[config.mk]
export PLATFORM = sky130hd
export DESIGN_NAME = exec_preproc_pipe
export DESIGN_NICKNAME = d
export VERILOG_FILES = /design/src/rtl/exec_preproc_pipe.sv
export SDC_FILE = /design/constraint.sdc
export NUM_CORES = 1
export LEC_CHECK = 0
export CAP_MARGIN = 15
export CORE_MARGIN = 5
export CORE_UTILIZATION = 43
export CTS_CLUSTER_SIZE = 8
export DETAILED_ROUTE_END_ITERATION = 7
export GPL_TIMING_DRIVEN = 0
export PLACE_DENSITY = 0.85
export SLEW_MARGIN = 20
export SYNTH_ARGS = -nofsm -noshare
export SYNTH_HDL_FRONTEND = slang
export SYNTH_SLANG_ARGS = --single-unit
export TNS_END_PERCENT = 5
[constraint.sdc]
create_clock -name clk -period 4.2 [get_ports clk]
set_input_delay 0.63 -clock clk [delete_from_list [all_inputs] [get_ports clk]]
set_output_delay 0.63 -clock clk [all_outputs]
set_load 0.005 [all_outputs]
[src/rtl/exec_preproc_pipe.sv]
// exec_preproc_pipe: execute-stage preprocessor for the DLX pipeline.
// Decodes control_in, stages ALU/shifter operands into a registered output
// slot with valid/ready handshakes, waits a bounded time for memory read data,
// and drives the data-memory write port.
// Optional build macro EXEC_PREPROC_STALL_CNT_EN adds a saturating 16-bit
// counter of upstream stall cycles on port stall_cnt.
module exec_preproc_pipe #(
    parameter int DATA_W      = 32,
    parameter int IMM_W       = 16,
    parameter int MEMWAIT_MAX = 15,
    localparam int SHAMT_W    = $clog2(DATA_W)
) (
    input  logic                clk,
    input  logic                reset,
    input  logic                in_valid,
    output logic                in_ready,
    input  logic [DATA_W-1:0]   src1,
    input  logic [DATA_W-1:0]   src2,
    input  logic [IMM_W-1:0]    imm,
    input  logic [6:0]          control_in,
    input  logic [DATA_W-1:0]   mem_rd_data,
    input  logic                mem_rd_valid,
    output logic                out_valid,
    input  logic                out_ready,
    output logic [DATA_W-1:0]   aluin1,
    output logic [DATA_W-1:0]   aluin2,
    output logic [2:0]          operation_out,
    output logic [2:0]          opselect_out,
    output logic [SHAMT_W-1:0]  shift_number,
    output logic                enable_arith,
    output logic                enable_shift,
    output logic                mem_wr_en,
    output logic [DATA_W-1:0]   mem_wr_data,
    output logic                mem_timeout
`ifdef EXEC_PREPROC_STALL_CNT_EN
    ,
    output logic [15:0]         stall_cnt
`endif
);

    localparam logic [2:0] SHIFT_REG   = 3'b000;
    localparam logic [2:0] ARITH_LOGIC = 3'b001;
    localparam logic [2:0] MEM_WRITE   = 3'b100;
    localparam logic [2:0] MEM_READ    = 3'b101;

    // Last wait-counter value: the wait expires when the counter would reach MEMWAIT_MAX.
    localparam logic [7:0] WCNT_LAST = 8'(MEMWAIT_MAX - 1);

    typedef enum logic {IDLE, WAIT_MEM} state_t;

    state_t              state_q, state_d;
    logic [7:0]          wcnt_q, wcnt_d;
    logic                out_valid_q, out_valid_d;
    logic [DATA_W-1:0]   aluin1_q, aluin1_d;
    logic [DATA_W-1:0]   aluin2_q, aluin2_d;
    logic [2:0]          op_q, op_d;
    logic [2:0]          sel_q, sel_d;
    logic [SHAMT_W-1:0]  shamt_q, shamt_d;
    logic                en_arith_q, en_arith_d;
    logic                en_shift_q, en_shift_d;
    logic                timeout_q, timeout_d;
    logic                accept;
    logic signed [DATA_W-1:0] immx;

    function automatic logic signed [DATA_W-1:0] sign_ext(input logic [IMM_W-1:0] v);
        logic signed [IMM_W-1:0] vs;
        vs = $signed(v);
        return DATA_W'(vs);
    endfunction

    assign immx     = sign_ext(imm);
    assign in_ready = (state_q == IDLE) && (!out_valid_q || out_ready);
    assign accept   = in_valid && in_ready;

    assign mem_wr_en   = accept && (control_in[2:0] == MEM_WRITE) && control_in[3];
    assign mem_wr_data = src2;

    assign out_valid     = out_valid_q;
    assign aluin1        = aluin1_q;
    assign aluin2        = aluin2_q;
    assign operation_out = op_q;
    assign opselect_out  = sel_q;
    assign shift_number  = shamt_q;
    assign enable_arith  = en_arith_q;
    assign enable_shift  = en_shift_q;
    assign mem_timeout   = timeout_q;

    // Next-state decode: slot consume, accept/decode in IDLE, bounded memory wait.
    always_comb begin
        state_d     = state_q;
        wcnt_d      = wcnt_q;
        out_valid_d = out_valid_q;
        aluin1_d    = aluin1_q;
        aluin2_d    = aluin2_q;
        op_d        = op_q;
        sel_d       = sel_q;
        shamt_d     = shamt_q;
        en_arith_d  = en_arith_q;
        en_shift_d  = en_shift_q;
        timeout_d   = 1'b0;

        if (out_valid_q && out_ready) begin
            out_valid_d = 1'b0;
            en_arith_d  = 1'b0;
            en_shift_d  = 1'b0;
        end

        case (state_q)
            IDLE: begin
                if (accept) begin
                    aluin1_d    = src1;
                    op_d        = control_in[6:4];
                    sel_d       = control_in[2:0];
                    shamt_d     = '0;
                    en_arith_d  = 1'b0;
                    en_shift_d  = 1'b0;
                    out_valid_d = 1'b1;
                    case (control_in[2:0])
                        ARITH_LOGIC: begin
                            aluin2_d   = control_in[3] ? immx : src2;
                            en_arith_d = 1'b1;
                        end
                        SHIFT_REG: begin
                            shamt_d    = imm[2] ? src2[SHAMT_W-1:0] : imm[6 +: SHAMT_W];
                            en_shift_d = 1'b1;
                        end
                        MEM_READ: begin
                            if (control_in[3]) begin
                                if (mem_rd_valid) begin
                                    aluin2_d   = mem_rd_data;
                                    en_arith_d = 1'b1;
                                end else begin
                                    state_d     = WAIT_MEM;
                                    wcnt_d      = '0;
                                    out_valid_d = 1'b0;
                                end
                            end
                        end
                        default: ;
                    endcase
                end
            end
            WAIT_MEM: begin
                // Data arriving on the expiry cycle takes priority over the timeout.
                if (mem_rd_valid) begin
                    aluin2_d    = mem_rd_data;
                    en_arith_d  = 1'b1;
                    out_valid_d = 1'b1;
                    state_d     = IDLE;
                end else if (wcnt_q == WCNT_LAST) begin
                    aluin2_d    = '0;
                    en_arith_d  = 1'b0;
                    out_valid_d = 1'b1;
                    timeout_d   = 1'b1;
                    state_d     = IDLE;
                end else begin
                    wcnt_d = wcnt_q + 8'd1;
                end
            end
            default: state_d = IDLE;
        endcase
    end

    // State and output-slot registers with synchronous active-low reset.
    always_ff @(posedge clk) begin
        if (!reset) begin
            state_q     <= IDLE;
            wcnt_q      <= '0;
            out_valid_q <= 1'b0;
            aluin1_q    <= '0;
            aluin2_q    <= '0;
            op_q        <= '0;
            sel_q       <= '0;
            shamt_q     <= '0;
            en_arith_q  <= 1'b0;
            en_shift_q  <= 1'b0;
            timeout_q   <= 1'b0;
        end else begin
            state_q     <= state_d;
            wcnt_q      <= wcnt_d;
            out_valid_q <= out_valid_d;
            aluin1_q    <= aluin1_d;
            aluin2_q    <= aluin2_d;
            op_q        <= op_d;
            sel_q       <= sel_d;
            shamt_q     <= shamt_d;
            en_arith_q  <= en_arith_d;
            en_shift_q  <= en_shift_d;
            timeout_q   <= timeout_d;
        end
    end

`ifdef EXEC_PREPROC_STALL_CNT_EN
    logic [15:0] stall_cnt_q;

    assign stall_cnt = stall_cnt_q;

    // Count cycles where upstream offers an op that cannot be taken; saturates.
    always_ff @(posedge clk) begin
        if (!reset) begin
            stall_cnt_q <= '0;
        end else if (in_valid && !in_ready && (stall_cnt_q != 16'hFFFF)) begin
            stall_cnt_q <= stall_cnt_q + 16'd1;
        end
    end
`endif

endmodule

==> results_dict.tcl, run 1 <==
set metrics [dict create \
    status "finished, final reports clean" \
    yosysMostFrequentCell "nand2_1" \
    fp.dieW_um 112 \
    r2r-end "aluin2[10]" \
    maxCapViolations 0 \
    yosysWarnings 0 \
    max_freq_mhz 329 \
    hold_depth 2 \
    worstSetupPathType "in2out" \
    reg2regPathDepth 7 \
    grt_pass1_vias 4915 \
    cts_max_level 3 \
    cp-startpoint "out_ready" \
    period_needed_ns 3.04 \
    grt_max_degree 17 \
    drt-initial-drc-count 374 \
    grt_usage_pct 24.2 \
    hold_ws_ns 0.458 \
    cts_tree "built" \
    drc 0 \
    vdd_ir_drop_max_mv 0.182 \
    synthCells 528 \
    dr_total_vias 4813 \
    power_leakage_nw 2.66 \
    initial_core_util_pct 43.5 \
    start_kind "input pin" \
    yosys.cell_types.count 50 \
    r2r_start "state_q" \
    path_clk_slew_ns 0.09 \
    hpwl_um 12700 \
    grt.overflow.total 0 \
    cp-end-kind "primary output" \
    power_density_nw_per_um2 268 \
    cts-root-buf "clkbuf_8" \
    clkLatencyLatePin_ns 0.36 \
    cts_hold_buffers 0 \
    std_cell_rows 37 \
    utilization_pct 69.8 \
    cts_resized 0 \
    syn_to_final_growth_pct 60.5 \
    setup_violations 0 \
    syn_nets 654 \
    drv_slew 0 \
    rsz0062_at_grt "no" \
    io_buffers 234 \
    yosysSeqAreaShare_pct 39.6 \
    fin_setup_tns_ns 0 \
    ant_nets 0 \
    arrival_ns 2.41 \
    crit_path_end "mem_wr_en" \
    cts_buffer_depth 2 \
    antenna_found_initial 0 \
    drt_wl_total_um 15600 \
    drive_gt1_share_pct 14.1 \
    yosys.area.top_type_share_pct 39.6 \
    grt_pass1_wl_um 25000 \
    synth_ff_type "dfxtp_1" \
    yosysTopAreaCell "dfxtp_1" \
    synth_edf_count 0 \
    finClkSkew_ns 0.0196 \
    drt_pass1_iterations 5 \
    syn-cell-area_um2 4450 \
    nFillCells 806 \
    finalHoldViolCount 0 \
    cp.required_ns 3.57 \
    fin_nets 899 \
    cts.sinks 88 \
    vias_per_cell 5.27 \
    post-route-period-util_pct 72.3 \
    die-area_um2 12500 \
    synth_area_leaders "dfxtp_1 (40%), a211oi_2 (7.9%), nand2_1 (7.7%)" \
    cts_setup_buffers 0 \
    critPathMaxFanout 7 \
    cts_buffers 9 \
    dieHeight_um 112 \
    tightest_slew_ns 0.775 \
    io_pins 237 \
    finalWeightedCongestion 0.941 \
    yosys_register_bits 88 \
    coreArea_um2 10200 \
    max_slew_margin_pct 48.3 \
    wl_per_cell_um 17.1 \
    hold_class "reg2reg" \
    rrSetupSlack_ns 2.17 \
    antenna_cells 0 \
    async_flop_share_pct 0 \
    synth_top_cells_by_count "nand2_1 (91), dfxtp_1 (88), a21oi_1 (51)" \
    syn_avg_cell_area_um2 8.43 \
]
-- per-stage QoR --
step	instance area, µm²	setup slack, ns	total power [mW]	std cells
after floorplan	4450	2.22	1.10	528
after global placement	6960	1.19	1.37	898
after detailed placement	6960	1.19	1.38	898
after CTS	7140	1.18	1.92	914
after global routing	7140	1.04	1.99	914
final	7140	1.16	1.91	914
-- placed cells by master (no fill, tap or decap), types with 5 or more instances in the layout --
| cell | Yosys | layout |
|---|---|---|
| nor3_1 | 35 | 35 |
| nor2_1 | 5 | 5 |
| dfxtp_1 | 88 | 88 |
| a21oi_1 | 51 | 51 |
| inv_1 | 21 | 21 |
| buf_4 | 36 | 36 |
| clkbuf_8 | 0 | 9 |
| clkdlybuf4s50_1 | 0 | 234 |
| buf_2 | 5 | 5 |
| nand2b_1 | 6 | 6 |
| o21ai_0 | 21 | 21 |
| or3_1 | 6 | 6 |
| mux2_2 | 15 | 15 |
| a211oi_2 | 28 | 28 |
| nand2_1 | 91 | 91 |
| a22oi_1 | 32 | 32 |
| mux2i_1 | 5 | 5 |
| clkbuf_1 | 27 | 28 |
-- flip-flops by register name, indices dropped and copies added (netlist names) --
name,flops
wcnt_q,8
operation_out,3
shift_number,5
opselect_out,3
aluin2,32
mem_timeout,1
aluin1,32
state_q,1
enable_shift,1
out_valid,1
enable_arith,1
-- how the worst min path moves through the flow --
stage | start | end | slack, ns
floorplan | shift_number[0] | shift_number[0] | 0.45
global placement | shift_number[4] | shift_number[4] | 0.44
detailed placement | aluin1[30] | aluin1[30] | 0.45
CTS | operation_out[2] | operation_out[2] | 0.46
global route | aluin1[19] | aluin1[19] | 0.48
finish | opselect_out[0] | opselect_out[0] | 0.46
-- critical path: stages --
cell and delay [ns]:
clkdlybuf4s50_1 0.48, nand2b_1 0.22, nand4_1 0.29, nor2_1 0.24, clkdlybuf4s50_1 0.54
-- cells by family after synthesis --
group                      Yosys count  synth area share [%]
AOI/OAI and AO/OA                  153                  25.2
adders and majority gates            2                 0.562
buffers and inverters               97                  11.9
DFF                                 88                  39.6
muxes                               20                  4.92
and+or+nand+nor                    168                  17.9
-- where the power goes --
| group | switching [mW] | total (mW) | internal [mW] | leakage, nW |
|---|---|---|---|---|
| combinational | 0.190 | 0.471 | 0.281 | 1.86 |
| clock | 0.324 | 0.548 | 0.224 | 0.0850 |
| sequential | 0.0201 | 0.892 | 0.872 | 0.719 |
| total | 0.535 | 1.91 | 1.38 | 2.66 |
-- layer usage --
layer | wire, µm | track usage [%] | part of all wire (%) | vias up
li1 | - | - | - | 2325
met1 | 6070 | 27.5 | 39 | 2256
met2 | 8160 | 44.3 | 52 | 199
met3 | 962 | 5.11 | 6.2 | 33
met4 | 419 | 8.60 | 2.7 | 0
met5 | 0 | 0 | 0 | -
-- layout make-up --
class,instances,area [µm²],share of cell area (%)
clock inverter,6,52.6,0.736
clock buffer,10,128,1.79
tap,136,170,2.38
buffer,75,445,6.24
timing repair buffer,234,2340,32.8
sequential,88,1760,24.7
inverter,22,82.6,1.16
multi-input combinational,343,2160,30.2
Note: power is estimated with default switching activity, not from simulation.
==> run 2, diff against run 1 <==
--- a/config.mk
+++ b/config.mk
@@ -7,11 +7,11 @@
 export LEC_CHECK = 0
 export CAP_MARGIN = 15
 export CORE_MARGIN = 5
-export CORE_UTILIZATION = 43
+export CORE_UTILIZATION = 36
 export CTS_CLUSTER_SIZE = 8
 export DETAILED_ROUTE_END_ITERATION = 7
 export GPL_TIMING_DRIVEN = 0
-export PLACE_DENSITY = 0.85
+export PLACE_DENSITY = 0.76
 export SLEW_MARGIN = 20
 export SYNTH_ARGS = -nofsm -noshare
 export SYNTH_HDL_FRONTEND = slang
==> constraint.sdc (replaced) <==
create_clock -name clk -period 2.6 [get_ports clk]
set_input_delay 0.39 -clock clk [delete_from_list [all_inputs] [get_ports clk]]
set_output_delay 0.39 -clock clk [all_outputs]
set_load 0.005 [all_outputs]
==> results_dict.tcl, run 2 (synthesized netlist as in run 1, its figures left out) <==
set metrics [dict create \
    nFillCells 1088 \
    antenna_cells 0 \
    dp_cells 930 \
    reg2regPathDepth 5 \
    crit_top_cell "clkdlybuf4s50_1" \
    hold_depth 2 \
    postLayoutCellArea_um2 7340 \
    antenna_found_initial 0 \
    finClkSkew_ns 0.00773 \
    r2r-end "aluin2[18]" \
    final_common_cell "clkdlybuf4s50_1" \
    crit_family "buffers and inverters" \
    power_leakage_nw 2.74 \
    clkLatencyLatePin_ns 0.34 \
    status "finished, final reports clean" \
    cts_max_level 3 \
    ant_nets 0 \
    cts_tree "built" \
    hold_class "reg2reg" \
    critPathMaxFanout 6 \
    maxCapViolations 0 \
    cts-root-buf "clkbuf_16" \
    die-area_um2 14700 \
    cp-end-kind "primary output" \
    power_density_nw_per_um2 494 \
    start_kind "input pin" \
    cp_cell_sequence "clkdlybuf4s50_1 > nand2b_1 > nand4_1 > nor2_2 > clkdlybuf4s50_1" \
    fin_setup_tns_ns 0 \
    io_buffers 234 \
    layout_common_cells "clkdlybuf4s50_1 (234), nand2_1 (91), dfxtp_1 (88)" \
    fp.dieW_um 121 \
    drv_slew 0 \
    cp-startpoint "out_ready" \
    std_cell_rows 40 \
    rsz0062_at_grt "no" \
    max_slew_margin_pct 44.5 \
    fin_cells 946 \
    max_freq_mhz 406 \
    hpwl_um 12900 \
    hold_ws_ns 0.455 \
    utilization_pct 60.9 \
    rrSetupSlack_ns 0.56 \
    finalWeightedCongestion 0.882 \
    drc 0 \
    finalHoldViolCount 0 \
    worstSetupPathType "in2out" \
    drt_pass1_iterations 4 \
    dr_total_vias 4801 \
    critPathMaxStageDelay_ns 0.53 \
    initial_core_util_pct 36.9 \
    grt_max_degree 15 \
    vias_per_cell 5.08 \
    slowest_stage "clkdlybuf4s50_1" \
    setup_violations 0 \
    arrival_ns 2.07 \
    grt.overflow.total 0 \
    cp.required_ns 2.21 \
    drt_wl_total_um 16100 \
    min_from "aluin1[7]" \
    grt_usage_pct 21.1 \
    dieHeight_um 121 \
    drive_gt1_share_pct 14.5 \
    coreArea_um2 12100 \
    fin_nets 900 \
    tightest_slew_ns 0.829 \
    wl_per_cell_um 17.0 \
    vdd_ir_drop_max_mv 0.329 \
    placed_area_um2 7000 \
    timing.critical_path.buf_inv 2 \
    path_clk_slew_ns 0.06 \
    io_pins 237 \
    cts.sinks 88 \
    post-route-period-util_pct 94.8 \
    grt_pass1_vias 4820 \
    cts_buffer_depth 2 \
    period_needed_ns 2.46 \
    drt-initial-drc-count 150 \
    cts_buffers 9 \
    holdPathEnd "aluin1[7]" \
    grt_pass1_wl_um 25000 \
    r2r_start "state_q" \
    syn_to_final_growth_pct 65.1 \
]
run 2: cell count changes in the layout (fill, tap and decap cells not counted), sizes merged:
| cell | delta |
|---|---|
| buf | +2 |
| bufinv | +2 |
| clkinv | -2 |
| clkinvlp | -1 |
| inv | -1 |
run 2: metal layers:
layer	wire length [µm]	vias to the layer above	global-route usage [%]
met5	0	-	0
met4	380	0	7.21
met3	1110	29	4.43
met2	8210	172	38.3
met1	6360	2260	24.4
li1	-	2340	-
run 2: worst min-delay path, stage by stage (launching register included):
cell and delay [ns]:
dfxtp_1 0.31, nand2_1 0.05, a21oi_1 0.05
run 2: final cells by class:
cell class                 instances  area, µm²  area share, %
buffer                            74        442           6.01
clock buffer                      11        253           3.44
clock inverter                     4       76.3           1.04
inverter                          22       82.6           1.12
multi-input combinational        343       2160           29.4
sequential                        88       1760           24.0
tap                              168        210           2.86
timing repair buffer             236       2360           32.1
run 2: worst max path at each step:
stage / end / slack, ns / cells after the start
after floorplan: aluin2[18] / 0.85 / 7
after global placement: aluin2[2] / -0.08 / 7
after detailed placement: aluin2[8] / -0.13 / 7
after CTS: mem_wr_en / 0.02 / 5
after global routing: mem_wr_en / 0.006 / 5
final: mem_wr_en / 0.14 / 5
run 2: timing repair:
action | in CTS | in global routing
gates resized for setup | 0 | 1
setup endpoints to repair | 0 | 1
endpoints found under the hold margin | 0 | 0
buffers inserted | 0 | 2
hold buffers | 0 | 0
run 2: stage by stage:
stage               power, mW  setup WS [ns]
floorplan                1.78          0.855
global placement         2.22        -0.0826
detailed placement       2.23         -0.135
CTS                      3.65         0.0223
global route             3.77        0.00648
finish                   3.63          0.136
run 2: power breakdown:
| part | switching, mW | internal (mW) |
|---|---|---|
| sequential | 0.0332 | 1.41 |
| combinational | 0.307 | 0.454 |
| clock | 0.530 | 0.892 |
